$ cat src/rtl/nibble_i2c_pkg.sv
// Shared constants for the nibble transmitter: FSM states, per-state
// durations in timing units, and frame geometry.
package nibble_i2c_pkg;

   typedef enum logic [2:0] {
      IDLE,
      START,
      LOW_A,
      LOW_B,
      HIGH,
      STOP
   } state_t;

   localparam int START_UNITS = 2;
   localparam int LOW_A_UNITS = 1;
   localparam int LOW_B_UNITS = 1;
   localparam int HIGH_UNITS  = 2;
   localparam int STOP_UNITS  = 2;

   localparam int NBITS       = 4;
   localparam int FRAME_UNITS = 24;

   function automatic int state_units(input state_t s);
      int units;
      units = 1;
      case (s)
         START:   units = START_UNITS;
         LOW_A:   units = LOW_A_UNITS;
         LOW_B:   units = LOW_B_UNITS;
         HIGH:    units = HIGH_UNITS;
         STOP:    units = STOP_UNITS;
         default: units = 1;
      endcase
      return units;
   endfunction

endpackage

$ cat src/rtl/i2c_unit_timer.sv
// Divides the system clock into timing units: one-cycle tick every CLK_DIV
// cycles, realigned by a synchronous clear when a frame is accepted.
module i2c_unit_timer #(
   parameter int CLK_DIV = 4
) (
   input  logic clk,
   input  logic rst_n,
   input  logic clear,
   output logic tick
);

   localparam int W = (CLK_DIV > 1) ? $clog2(CLK_DIV) : 1;

   logic [W-1:0] count;

   assign tick = (count == W'(CLK_DIV - 1));

   always_ff @(posedge clk or negedge rst_n) begin
      if (!rst_n) begin
         count <= '0;
      end else if (clear || tick) begin
         count <= '0;
      end else begin
         count <= count + 1'b1;
      end
   end

endmodule

$ cat src/rtl/nibble_i2c_tx.sv
// Push-pull scl/sda frame generator: START, four data bits MSB first,
// one zero trailer clock, then STOP. All outputs are registered.
module nibble_i2c_tx
   import nibble_i2c_pkg::*;
#(
   parameter int CLK_DIV = 4
) (
   input  logic       clk,
   input  logic       rst_n,
   input  logic       start,
   input  logic [3:0] data,
   output logic       scl,
   output logic       sda,
   output logic       busy,
   output logic       done
);

   state_t     state;
   state_t     state_nx;
   logic [1:0] unit_cnt;
   logic [2:0] bit_idx;
   logic [3:0] shreg;
   logic       accept;
   logic       tick;
   logic       unit_last;
   logic       scl_nx;
   logic       sda_nx;
   logic       done_nx;

   assign accept    = start && !busy;
   assign unit_last = tick && (unit_cnt == 2'(state_units(state) - 1));

   i2c_unit_timer #(.CLK_DIV(CLK_DIV)) u_timer (
      .clk   (clk),
      .rst_n (rst_n),
      .clear (accept),
      .tick  (tick)
   );

   always_ff @(posedge clk or negedge rst_n) begin
      if (!rst_n) begin
         state <= IDLE;
         scl   <= 1'b1;
         sda   <= 1'b1;
         busy  <= 1'b0;
         done  <= 1'b0;
      end else begin
         state <= state_nx;
         scl   <= scl_nx;
         sda   <= sda_nx;
         busy  <= (state_nx != IDLE);
         done  <= done_nx;
      end
   end

   always_comb begin
      state_nx = state;
      case (state)
         IDLE:    if (accept)    state_nx = START;
         START:   if (unit_last) state_nx = LOW_A;
         LOW_A:   if (unit_last) state_nx = LOW_B;
         LOW_B:   if (unit_last) state_nx = HIGH;
         HIGH:    if (unit_last) state_nx = (bit_idx == 3'(NBITS)) ? STOP : LOW_A;
         STOP:    if (unit_last) state_nx = IDLE;
         default: state_nx = IDLE;
      endcase
   end

   // Line levels are decided from the state being entered so that each
   // register lands on the first cycle of that state.
   always_comb begin
      scl_nx  = 1'b1;
      sda_nx  = 1'b1;
      done_nx = (state == STOP) && unit_last;
      case (state_nx)
         START: begin
            sda_nx = 1'b0;
         end
         LOW_A: begin
            scl_nx = 1'b0;
            sda_nx = sda;
         end
         LOW_B: begin
            scl_nx = 1'b0;
            sda_nx = shreg[3];
         end
         HIGH: begin
            sda_nx = shreg[3];
         end
         default: begin
            scl_nx = 1'b1;
            sda_nx = 1'b1;
         end
      endcase
   end

   // Shifting in zeros leaves the trailer bit at shreg[3] after four bits.
   always_ff @(posedge clk or negedge rst_n) begin
      if (!rst_n) begin
         unit_cnt <= '0;
         bit_idx  <= '0;
         shreg    <= '0;
      end else if (accept) begin
         unit_cnt <= '0;
         bit_idx  <= '0;
         shreg    <= data;
      end else if (unit_last) begin
         unit_cnt <= '0;
         if (state == HIGH) begin
            bit_idx <= bit_idx + 1'b1;
            shreg   <= {shreg[2:0], 1'b0};
         end
      end else if (tick) begin
         unit_cnt <= unit_cnt + 1'b1;
      end
   end

endmodule

$ cat config.mk
export PLATFORM = sky130hd
export DESIGN_NAME = nibble_i2c_tx
export DESIGN_NICKNAME = d
export VERILOG_FILES = /design/src/rtl/nibble_i2c_pkg.sv /design/src/rtl/i2c_unit_timer.sv /design/src/rtl/nibble_i2c_tx.sv
export SDC_FILE = /design/constraint.sdc
export NUM_CORES = 1
export LEC_CHECK = 0
export BUFFER_PORTS_ARGS = -buffer_cell sky130_fd_sc_hd__buf_2
export CORE_MARGIN = 2
export CORE_UTILIZATION = 59
export CTS_BUF_LIST = sky130_fd_sc_hd__clkbuf_8
export CTS_CLUSTER_DIAMETER = 40
export DETAILED_ROUTE_END_ITERATION = 16
export PLACE_DENSITY = 0.89
export SETUP_SLACK_MARGIN = 0.3
export SLEW_MARGIN = 20
export SYNTH_ARGS = -nofsm -noshare
export SYNTH_HDL_FRONTEND = slang
export SYNTH_SLANG_ARGS = --single-unit
export TNS_END_PERCENT = 1
$ cat constraint.sdc
create_clock -name clk -period 2.6 [get_ports clk]
set_clock_uncertainty 0.15 [all_clocks]
set_input_delay 0.52 -clock clk [delete_from_list [all_inputs] [get_ports clk]]
set_output_delay 0.52 -clock clk [all_outputs]
set_load 0.02 [all_outputs]
---- Yosys cells after proc, flatten, opt, wreduce, memory -nomap -nowiden ----
Cells that the tools add are included.
storage, ports and cells
  word-level logic and storage cells ...... 60
  flip-flop bits (word level) ............. 18
  bits in latches ......................... 0
  bits in read-only memories .............. 0
  memories ................................ 0
  output and inout port bits .............. 4
  RAM bits ................................ 0
  input port bits ......................... 7
cells by class
  $lt $le $gt $ge ......................... 0
  bitwise operators ....................... 0
  multiply operators ...................... 0
  equal/unequal tests ..................... 12
  add/sub/neg operators ................... 4
  div/mod/pow operators ................... 0
  mux-type cells .......................... 21
  shifts and indexed selects .............. 0
  reduce and logical (&&, ||, !) cells .... 14
operators with widths
  kind                                                                   count
  3-bit 2-to-1 mux                                                       10
  3-bit case mux with 6 select lines                                     1
  3-bit by 2-bit equality test with 1-bit output, second input constant  4
  3-bit equality test, second input constant                             4
  4-bit 2-to-1 mux                                                       3
  2-bit 2-to-1 mux                                                       5
  3-bit by 1-bit equality test with 1-bit output, second input constant  2
  3-bit nonzero test                                                     2
  2-bit by 1-bit adder with 2-bit output, second input constant          2
  2-bit nonzero test                                                     2
  2-bit OR reduction                                                     2
  3-bit by 1-bit adder with 3-bit output, second input constant          1
  1-bit logical AND                                                      3
  3-bit logical NOT                                                      1
  1-bit case mux with 3 select lines                                     1
  3-bit OR reduction                                                     1
  2-bit equality test                                                    1
  2-bit equality test, second input constant                             1
  2-bit AND reduction                                                    1
  2-bit subtractor, second input constant                                1
  1-bit logical NOT                                                      1
  1-bit logical OR                                                       1
  1-bit 2-to-1 mux                                                       1

---- Depth between registers and ports, before layout ----
  word-level depth ........................ 11
  mapped depth ............................ 6
  depth with buffers taken out ............ 6

---- Modules after synthesis ----
From an unflattened synthesis, not the netlist that was laid out.
second synthesis, totals
  cell total of the unflattened synthesis .. 108
  area total of the unflattened synthesis .. 1067.3 um2
modules (own cells, without submodules)
  module          area an instance (um2)  sequential area each (um2)  cells an instance  times used
  nibble_i2c_tx   982.2                   402.9                       103                1
  i2c_unit_timer  85.1                    50.0                        5                  1

---- Worst setup path before layout ----
Ideal clock, no wire load.
  path type ............................... register -> register
  from .................................... register u_timer.count[0]
  to ...................................... register sda
  path buffers ............................ 0
  setup time .............................. 0.094 ns
  stages on the path, launching flop included .. 6
  clock period less this slack ............ 1.859 ns
  data required time ...................... 2.356 ns
  path slack .............................. 0.741 ns
  arrival time ............................ 1.615 ns
  cells stage by stage .................... dfrtp_1 -> ha_1 -> and4b_4 -> a2111o_1 -> and3_4 -> o311ai_2
between the ends
  word-level cells in the longest chain between the ends .. 7
  elaborated cells between the ends (all ways) .. 14
  those cells by class .................... eq/ne: 5; mux: 7; reduce/logical: 2
RTL lines
  item                                                                                          RTL line              source
  from (decl)                                                                                   i2c_unit_timer.sv:14  logic [W-1:0] count;
  from (signal assigned)                                                                        i2c_unit_timer.sv:24  count <= count + 1'b1;
  2-bit equality test (*)                                                                       i2c_unit_timer.sv:16  assign tick = (count == W'(CLK_DIV - 1));
  1-bit logical AND (*)                                                                         nibble_i2c_tx.sv:31   assign unit_last = tick && (unit_cnt == 2'(state_units(state) - 1));
  3-bit 2-to-1 mux, on equally long branches                                                    --
  3-bit case mux with 6 select lines (*)                                                        nibble_i2c_tx.sv:58   case (state)
  named net state_nx[0]                                                                         nibble_i2c_tx.sv:19   state_t state_nx;
  3-bit equality test / 3-bit by 2-bit equality test with 1-bit output (equally long branches)  nibble_i2c_tx.sv:75   case (state_nx)
  2-bit OR reduction (no line)                                                                  --
  1-bit case mux with 3 select lines                                                            nibble_i2c_tx.sv:75
  to (signal assigned)                                                                          nibble_i2c_tx.sv:50   sda <= sda_nx;
  to (decl)                                                                                     nibble_i2c_tx.sv:13   output logic sda,
The timed path passes the listed nets; every way through them passes the cells marked *.
A chain may end at the register's enable or synchronous reset.

---- Worst setup path in the final report ----
Ends and elaborated chain as after synthesis.

==> summary.md <==
| Metric | Value |
|---|---|
| Worst-Skew Late Latency | 0.26 ns |
| Comb pwr share | about two fifths |
| Share of cells above drive strength 1 | 18.7% |
| Fmax | 0.501 GHz |
| Routed WL | roughly 1.9 mm |
| Starting Density | a little under two thirds |
| Mapped cell area | 983 sq um |
| Vias post-DR | 753 |
| Yosys top cell area share | about two fifths |
| Vias in the first global route | approximately 700 |
| Syn Area/Cell | about 10 sq um |
| Slew headroom | between 70 and 80% |
| Chip width | about 45 um |
| Crit end category | flop |
| 1st-pass router iterations | 4 |
| Final setup violation count | 0 |
| CP Max Fanout | 9 |
| Largest family of logic cells by synthesized area | simple AND/OR/NAND/NOR gates |
| Flop-to-flop setup slack | 0.61 ns |
| Register area | between 400 and 500 sq um |
| Total GRT Usage | between 20% and 30% |
| Postcts setup bufs | 0 |
| Synth area leader | dfrtp_1 |
| Clock-pin slew on the worst setup and hold paths | ~0.070 ns |
| CTS Root Buffer Type | clkbuf_8 |
| Dominant cells by area after synthesis | dfrtp_1, dfstp_2, mux2i_1 |
| Setup TNS | 0 ns |
| Worst setup path category | reg -> reg |
| Port bufs | 10 |
| Rows | 14 |
| IO Pins | 11 |
| Critical R2R Launch | u_timer.count[0] |
| Hold crit path type | in -> async |
| Psw | 493 uW |
| Clock sinks | 18 |
| Global-route wire length before repair | a little over 3 mm |
| Largest delay contributor family on the critical path | compound AO/OA/AOI/OAI gates |
| Largest net degree at the start of global routing | 19 |
| Via density | roughly 6 |
| Post-CTS Hold Buffers | 0 |
| Buf+Inv Stages, Crit Path | 0 |
| Status | completed |
| Peak supply drop | approximately 0.66 mV |
| Post-synthesis mux area share | under 10% |
| Gpl congestion | just under 0.9 |
| Mapped Nets | approximately 110 |
| Int Power | 743 uW |
| Core Area | ~1500 sq um |
| Area of the multi-input gates | about 470 sq um |
| Clock share of power | between 10% and 20% |
| Synth Area in XOR/XNOR | under 10% |
| Die area | 2010 sq um |
| H-tree Lvls | 1 |
| Sw Share | around 40% |
| Critical Path Start Type | flop |
| Synth cell types | 40 |
| DR WL/cell | about 15 um |
| Synth top cells by count | dfrtp_1, nand2_1, o21ai_0 |
| Post-synth EDFFs | 0 |
| Pwr/cell area | about 1200 nW/um^2 |
| Synth Area in Adders | roughly 3.8% |
| Filler cells | around 110 |
| Final Cycle Share | between 70% and 80% |
| ANT nets after route | 0 |
| Reg2reg end | sda |
| Diodes inserted | 0 |
| Min Hold Slack | between 0.03 and 0.04 ns |
| Number of gates resized after cts | 0 |
| Top-count cell post-synth | dfrtp_1 |
| Max-slew violation count | 0 |
| Mapped Cells | 98 |
| CP max-delay cell | a2111o_1 |
| Worst EP required | roughly 2.6 ns |
| RSZ-0062 raised after global routing | false |
| Area delta synth->final | 8.14% |
| Min Tclk post-route | between 1.5 and 2 ns |
| Pin slew with the least headroom to its limit | about 0.42 ns |
| Chip Height | about 45 um |
| Top_reg_cell synth | dfrtp_1 |
| Total CTS buffers | 3 |
| Cell count of the worst reg-to-reg path | 5 |
| Leakage | 0.000516 uW |
| Seq/Total Area, Yosys | ~46% |
| CP arrival | approximately 2.0 ns |
| Post-synthesis simple-gate area fraction | between 20% and 30% |
| Clock Path Buffers | 2 |
| MaxCap Viol Count | 0 |
| Post-synthesis register bit count | 18 |
| CP Cell Sequence | ha_1, and4b_4, a2111o_1, and3_4, o311ai_2 |
| Initial antenna violation count | 0 |
| Clock tree from TritonCTS | yes |
| Flop pwr share | between 40% and 50% |
| Max incr delay on CP | about 0.41 ns |
| Total grt overflow | 0 |
| Final HPWL DP | 1.26 mm |
| Hold Vio Cnt, Final | 0 |
| Ys async rst share | 100% |
| Synth Area in Compound Gates | between 10% and 20% |
| DRC | 0 |
| # nets final | 118 |
| Yosys warnings | 0 |
| Starting DRT DRC Count | 31 |
cell type report:
type / instances / area share (%)
Sequential cell: 18 / 42.6
Inverter: 5 / 1.76
Clock inverter: 1 / 0.353
Clock buffer: 3 / 3.88
Timing Repair Buffer: 11 / 5.41
Tap cell: 16 / 1.88
Multi-Input combinational cell: 69 / 44.1
flip-flops by register name, indices dropped and copies added (netlist names):
signal,cells
shreg,4
bit_idx,3
state,3
u_timer.count,2
unit_cnt,2
busy,1
done,1
scl,1
sda,1
how the worst max path moves through the flow:
stage / endpoint / cells past startpoint / slack, ns / start
6_report: sda / 5 / 0.61 / u_timer.count[0]
5_1_grt: sda / 5 / 0.53 / u_timer.count[0]
4_1_cts: sda / 5 / 0.61 / u_timer.count[0]
3_5_place_dp: sda / 5 / 0.61 / u_timer.count[0]
3_3_place_gp: sda / 5 / 0.70 / u_timer.count[0]
2_1_floorplan: sda / 5 / 0.74 / u_timer.count[0]
through the flow:
stage | std cells | util (%) | area, sq um | power (uW) | setup slack [ns]
2_1_floorplan | 98 | - | 983 | 946 | 0.741
3_3_place_gp | 119 | 66.1 | 1020 | 997 | 0.704
3_5_place_dp | 119 | 66.1 | 1020 | 1040 | 0.614
4_1_cts | 123 | 69.0 | 1060 | 1230 | 0.614
5_1_grt | 123 | 69.0 | 1060 | 1330 | 0.533
6_report | 123 | 69.0 | 1060 | 1240 | 0.606
layer usage:
layer | wire length [um] | vias up | GRT usage [%]
li1 | - | 364 | -
met1 | 830 | 360 | 27.7
met2 | 919 | 26 | 33.3
met3 | 77 | 3 | 3.60
met4 | 27 | 0 | 12.9
met5 | 0 | - | 0
cells in the final DEF, fill, tap and decap left out, drive strengths merged, types with 3 or more instances in the layout:
| cell type | n |
|---|---|
| clkbuf | 3 |
| nor2b | 3 |
| nand2 | 9 |
| a21oi | 3 |
| dfrtp | 16 |
| inv | 6 |
| ha | 3 |
| nor3b | 3 |
| mux2i | 4 |
| o21ai | 10 |
| buf | 11 |
| nor2 | 6 |
power by group through the flow:
stage	sequential (uW)	clock [uW]	combinational (uW)
after floorplan	501	0	446
after global placement	538	0	460
after detailed placement	547	0	488
after CTS	544	200	491
after global routing	563	207	558
final	548	197	491
logic make-up after synthesis:
logic type | after synthesis
adders and majority gates | 3
xor gates and xnor gates | 3
AOI/OAI and AO/OA | 23
DFF | 18
muxes | 4
buffers and inverters | 11
and+or+nand+nor | 36
worst register-to-register path, cell delays in order, from the launching register on:
cell and delay [ns]:
dfrtp_1 0.39, ha_1 0.30, and4b_4 0.24, a2111o_1 0.41, and3_4 0.18, o311ai_2 0.24
Note: power is estimated with default switching activity, not from simulation.
